### src/rtl/seg7_time_display.sv
// Four-digit seven-segment scan driver showing a BCD time word as SS.cc.
// Define SEG7_LZB_EN to blank a leading zero in the tens-of-seconds digit.
module seg7_time_display #(
  parameter int CLK_FREQ = 100000000,
  parameter int FRAME_HZ = 250
) (
  input  logic        clk,
  input  logic        rst_n,
  input  logic [15:0] time_reading,
  input  logic        blank,
  output logic [3:0]  an,
  output logic [6:0]  seg,
  output logic        dp
);

  localparam int DIGIT_CYCLES = CLK_FREQ / (4 * FRAME_HZ);
  localparam int CW =
    (DIGIT_CYCLES > 2) ? $clog2(DIGIT_CYCLES) : 1;
  localparam logic [CW-1:0] CNT_MAX = CW'(DIGIT_CYCLES - 1);

  logic [CW-1:0] cnt_q, cnt_d;
  logic [1:0]    idx_q, idx_d;
  logic [15:0]   frame_q, frame_d;
  logic [3:0]    an_q, an_d;
  logic [6:0]    seg_q, seg_d;
  logic          dp_q, dp_d;
  logic          tick;
  logic [3:0]    nib;

  function automatic logic [6:0] dec(input logic [3:0] n);
    logic [6:0] s;
    case (n)
      4'd0:    s = 7'b1000000;
      4'd1:    s = 7'b1111001;
      4'd2:    s = 7'b0100100;
      4'd3:    s = 7'b0110000;
      4'd4:    s = 7'b0011001;
      4'd5:    s = 7'b0010010;
      4'd6:    s = 7'b0000010;
      4'd7:    s = 7'b1111000;
      4'd8:    s = 7'b0000000;
      4'd9:    s = 7'b0010000;
      default: s = 7'b0111111;
    endcase
    return s;
  endfunction

  always_comb begin
    tick    = (cnt_q == CNT_MAX);
    cnt_d   = tick ? '0 : cnt_q + 1'b1;
    idx_d   = tick ? idx_q + 2'd1 : idx_q;
    frame_d = frame_q;
    // Snapshot only at the frame boundary so digits never tear
    if (tick && idx_q == 2'd3)
      frame_d = time_reading;
  end

  always_comb begin
    unique case (idx_q)
      2'd0: nib = frame_q[3:0];
      2'd1: nib = frame_q[7:4];
      2'd2: nib = frame_q[11:8];
      2'd3: nib = frame_q[15:12];
    endcase
    seg_d = dec(nib);
    dp_d  = (idx_q != 2'd2);
    an_d  = ~(4'b0001 << idx_q);
    // Dark first cycle of each slot hides segment changes
    if (blank || cnt_q == '0)
      an_d = 4'hF;
`ifdef SEG7_LZB_EN
    if (idx_q == 2'd3 && nib == 4'd0)
      an_d = 4'hF;
`endif
  end

  always_ff @(posedge clk or negedge rst_n) begin
    if (!rst_n) begin
      cnt_q   <= '0;
      idx_q   <= 2'd0;
      frame_q <= 16'h0000;
      an_q    <= 4'hF;
      seg_q   <= 7'h7F;
      dp_q    <= 1'b1;
    end else begin
      cnt_q   <= cnt_d;
      idx_q   <= idx_d;
      frame_q <= frame_d;
      an_q    <= an_d;
      seg_q   <= seg_d;
      dp_q    <= dp_d;
    end
  end

  assign an  = an_q;
  assign seg = seg_q;
  assign dp  = dp_q;

endmodule

### config.mk
export PLATFORM = sky130hd
export DESIGN_NAME = seg7_time_display
export DESIGN_NICKNAME = d
export VERILOG_FILES = /design/src/rtl/seg7_time_display.sv
export SDC_FILE = /design/constraint.sdc
export NUM_CORES = 1
export LEC_CHECK = 0
export ABC_AREA = 1
export CAP_MARGIN = 20
export CORE_MARGIN = 8
export CORE_UTILIZATION = 45
export DETAILED_ROUTE_END_ITERATION = 8
export MAX_ROUTING_LAYER = met4
export PLACE_DENSITY_LB_ADDON = 0.1
export SLEW_MARGIN = 20
export SYNTH_ARGS = -nofsm -noshare
export SYNTH_HDL_FRONTEND = slang
export SYNTH_SLANG_ARGS = --single-unit
### constraint.sdc
create_clock -name clk -period 1.9 [get_ports clk]
set_input_delay 0.285 -clock clk [delete_from_list [all_inputs] [get_ports clk]]
set_output_delay 0.285 -clock clk [all_outputs]
set_load 0.01 [all_outputs]
### Yosys cells after proc, flatten, opt, wreduce, memory -nomap -nowiden

Memories as Yosys holds them, arrays and structs flattened. A register that Yosys moved wholly into a read port is not among the register bits.
Index checks and enable logic that the tools add are counted.

| cells by class | value |
|---|---|
| add/sub/neg operators | 2 |
| eq/ne operators | 5 |
| shifts and indexed selects | 1 |
| muxes and demuxes | 3 |
| bitwise logic cells | 1 |
| reductions and logical operators | 5 |

Operators with widths:

| kind | number |
|---|---|
| $add 17x1->17 const B | 1 |
| $eq 17x17->1 const B | 1 |
| $logic_not 17->1 | 1 |
| $mux 17 | 1 |
| $pmux 4 s4 | 1 |
| $eq 2x2->1 const B | 2 |
| $mux 4 | 1 |
| $not 4->4 | 1 |
| $shl 1x2->4 const A | 1 |
| $add 2x1->2 const B | 1 |
| $eq 2x1->1 const B | 1 |
| $logic_not 2->1 | 1 |
| $ne 2x2->1 const B | 1 |
| $logic_and 1x1->1 | 1 |
| $logic_not 1->1 | 1 |
| $logic_or 1x1->1 | 1 |

| word-level totals | value |
|---|---|
| register bits after elaboration | 40 |
| bits in read-only memories | 112 |
| input port bits | 19 |
| memories kept | 1 |

Memory list:

| memory | depth | bits a word | rd ports | clocked after memory_dff | wr ports | line | source |
|---|---|---|---|---|---|---|---|
| (name not given) | 16 | 7 | 1 | 1 | 0 | 32 | `case (n)` |

### Depth between registers and ports, before layout

| depth | value |
|---|---|
| depth in word-level cells | 3 |
| mapped depth | 13 |

### Worst setup path before layout

Ideal clock, no wire load.

| timing path | value |
|---|---|
| kind | flip-flop to flip-flop |
| from | register idx_q[0] |
| to | register seg_q[3], in the netlist seg[3] |
| library setup time | 0.061 ns |
| data arrival time | 1.711 ns |
| path slack | 0.128 ns |
| stages on the path, launching flop included | 14 |
| buffers on the path | 0 |
| cells stage by stage | dfrtp_1 -> inv_1 -> ha_1 -> nand2_1 -> nand2_1 -> nor2_1 -> nor2_1 -> inv_1 -> ha_1 -> inv_1 -> nand2_1 -> nand2_1 -> nand2_1 -> nand2_1 |

| between the ends | value |
|---|---|
| word-level cells in the longest chain between the ends | 2 |

Ends and longest elaborated chain:

| element | line | source |
|---|---|---|
| start, declared | 22 | `logic [1:0] idx_q, idx_d;` |
| start signal, assigned | 87 | `idx_q <= idx_d;` |
| $eq 2x2->1, or another cell as far along | 59 | `unique case (idx_q)` |
| $pmux 4 s4 (*) | 59 |  |
| end, declared | 25 | `logic [6:0] seg_q, seg_d;` |

Mark *: on every way between the ends. The rest lies on a longest branch, timed or not.
A chain may end at the register's enable or synchronous reset.

### Worst setup path in the final report

| timing path | value |
|---|---|
| from | register idx_q[1] |
| to | register seg_q[5], in the netlist seg[5] |

Same word-level chain as after synthesis.

==> impl_metrics.yaml <==
run_status:
  status: "finished, final reports clean"
critical_path:
  crit_path_max_incr_delay_ps: 430
  path_buf_inv: 4
  cp_max_fo: 9
  r2r_slack_ps: 150
  r2r-end: "seg[5]"
  cp_slowest_cell: "dfrtp_1"
  required_ps: 2120
  path_delay_family: "simple AND/OR/NAND/NOR gates"
  cpMostUsedCell: "nand2_1"
  crit_path_end_kind: "register"
  crit_chain: "inv_2, ha_4, inv_2, nand2_1, nor2_1, nor2_1, buf_4, ha_1, nand3b_1, nand2_1, inv_1, nand2_1, nand2_1"
  critPathLaunchType: "register"
  cp.depth: 13
  crit_arrival_ps: 1970
  worstRegToRegCells: 13
  crit_start: "idx_q[1]"
  critPathKind: "reg2reg"
  r2r_start: "idx_q[1]"
  endpoint: "seg[5]"
detailed_routing:
  wire_per_inst_um: 12.48
  finalWirelength_um: 5168
  drc: 0
  drt_iter0_markers: 128
  vias_per_cell: 4.886
  first_pass_iters: 4
  num_vias: 2023
  ant_nets: 0
clocking:
  cts.sinks: 47
  max-clock-path-buffers: 2
  cts_tree: "done"
  clkTransAtPathRegs_ps: 90
  cts_max_level: 2
  root_buffer: "clkbuf_8"
  cts_buffers: 5
  clkLatencyLatePin_ps: 300
synthesis:
  synth_area_leader_cell: "dfrtp_1"
  synthTopCellsByArea: "dfrtp_1, nand2_1, dfstp_2"
  syn_area_per_cell_um2: 8.169
  synth_fp_nets: 326
  syn_inst: 297
  syn_area_um2: 2426
  synth_top_area_share_pct: 36.10
  ys.warnings.count: 0
  ys_ff_latch: 47
  yosysSeqAreaShare_pct: 49.10
  synth_cell_types: 28
timing:
  finalCritPeriodShare_pct: 92.08
  clock.fmax_mhz: 571.6
  slew_headroom_pct: 62.97
  tightest_slew_ps: 555.5
  hold_viol: 0
  setup-violations-final: 0
  finalCriticalPeriod_ps: 1749
  drv_slew: 0
  fin_skew_ps: 10.87
  rsz0062_at_grt: "yes"
floorplan:
  die_w_um: 89.43
  core_um2: 5172
  die-area_um2: 7997
  die_h_um: 89.43
  io_pins: 31
  row_count: 26
  start_util_pct: 46.90
cells_and_area:
  layout-drive-gt1-share_pct: 16.28
  area_delta_synth_final_pct: 25.94
  fin_cells: 414
  post-route-util_pct: 59.07
  nets: 372
  n_antenna_cell: 0
  fill_cells: 473
power:
  clkPwrFrac_pct: 41.2
  power_density_nw_per_um2: 591.7
  p_comb_share_pct: 3.3
  seqPwrFrac_pct: 55.5
  p_leak_uw: 0.001445
  p_switching_uw: 345.2
  vdd_drop_max_mv: 0.3674
  intPower_uw: 1463
  switching_share_pct: 19.09
global_route:
  grt_use_met2_pct: 20.81
  use_met1_pct: 20.01
  met3_usage_pct: 3.493
  antenna_found_initial: 0
  grt.busiest_layer: "met2"
  overflow: 0
  grt_pass1_vias: 1931
  grt_max_degree: 48
  grt_usage_pct: 14.70
  grt_pass1_wl_um: 8804
placed_design:
  placed_cells: 403
  port_buffers: 30
  place.gp.congestion: 0.8879
  hpwl_um: 3886
flow_run:
  cap_violations: 0
worst_hold_path:
  min_path_type: "in2async"
-- what timing repair did --
item                                   4_1_cts  5_1_grt
endpoints found under the hold margin        0        0
setup buffers                                0        3
gates resized for setup                      0       15
hold buffers                                 0        0
setup endpoints to repair                    0        4
-- layout make-up --
class                      instances  area (µm²)  area share [%]
clock buffer                       6       82.58           2.703
clock inverter                     2       35.03           1.147
inverter                          36       140.1           4.586
multi-input combinational        210        1125           36.81
sequential                        47        1192           39.03
tap                               70       87.58           2.867
timing repair buffer              43       392.9           12.86
-- cell usage after synthesis --
library cell	instances
nand2_1	93
dfrtp_1	35
nand3_1	34
inv_1	33
nor2_1	27
dfstp_2	12
ha_1	10
nor3_1	8
xor2_1	8
a21oi_1	7
o21ai_0	5
nand4_1	4
nand3_2	3
buf_2	2
inv_2	2
nand2_2	2
a31oi_1	1
buf_4	1
buf_6	1
inv_4	1
nand3b_1	1
nor2_8	1
nor3_4	1
nor4_1	1
o21ai_2	1
o21bai_1	1
o22ai_1	1
or2_2	1
-- power groups by stage --
stage | Combinational, µW | Clock, µW | Sequential, µW
final | 59.4 | 746 | 1000
after CTS | 61.4 | 763 | 1000
after global placement | 61.1 | 0 | 1020
after global routing | 67.6 | 810 | 1000
after floorplan | 1.60 | 0 | 1020
after detailed placement | 61.3 | 0 | 1020
-- worst min path at each step --
stage / to / start / slack (ps) / cells past startpoint
finish: cnt_q[2] / rst_n / 60 / 2
global route: frame_q[11] / rst_n / 120 / 2
CTS: frame_q[14] / rst_n / 80 / 2
detailed placement: cnt_q[9] / rst_n / 400 / 2
global placement: cnt_q[12] / rst_n / 400 / 2
floorplan: cnt_q[0] / rst_n / -10 / 0
-- stage by stage --
step	power (µW)	hold WS [ps]	setup slack [ps]	setup TNS [ps]	area, µm²
after floorplan	1024	-10.59	127.8	0	2426
after global placement	1083	404.2	163.8	0	2855
after detailed placement	1083	402.8	105.8	0	2855
after CTS	1828	79.49	76.79	0	2973
after global routing	1880	116.0	-2.298	-5.278	3055
final	1808	60.99	150.5	0	3055
-- flip-flops by register name (all words and copies together) (netlist names) --
| register | cells |
|---|---|
| an | 4 |
| cnt_q | 17 |
| dp | 1 |
| frame_q | 16 |
| idx_q | 2 |
| seg | 7 |
-- per-layer routing --
metal | up-vias | wire, µm
li1 | 1031 | -
met4 | 0 | 61
met3 | 8 | 338
met1 | 925 | 2623
met5 | - | 0
met2 | 59 | 2145
-- cells by family (layout without fill, tap and decap cells) --
| group | count (synthesis) | in the layout | share of synthesized area (%) |
|---|---|---|---|
| flip-flops | 47 | 47 | 49.10 |
| XOR/XNOR | 8 | 8 | 2.888 |
| buffers and inverters | 40 | 87 | 6.860 |
| AO/OA/AOI/OAI | 16 | 16 | 3.662 |
| AND/OR/NAND/NOR | 176 | 176 | 32.34 |
| adder cells (fa/ha/maj) | 10 | 10 | 5.157 |
-- layout by cell type, fill, tap and decap left out, types with 2 or more instances in the layout --
master,Yosys,layout
nand3_2,3,3
clkdlybuf4s50_1,0,29
inv_4,1,2
a21oi_1,7,7
xor2_1,8,8
nand3_1,34,34
dfstp_2,12,12
ha_1,10,5
nor3_1,8,8
ha_4,0,4
nor2_1,27,27
nand2_2,2,2
dfrtp_1,35,34
inv_1,33,30
inv_2,2,4
o21ai_0,5,4
buf_4,1,13
nand4_1,4,4
clkbuf_8,0,6
nand2_1,93,93
Note: power is estimated with default switching activity, not from simulation.
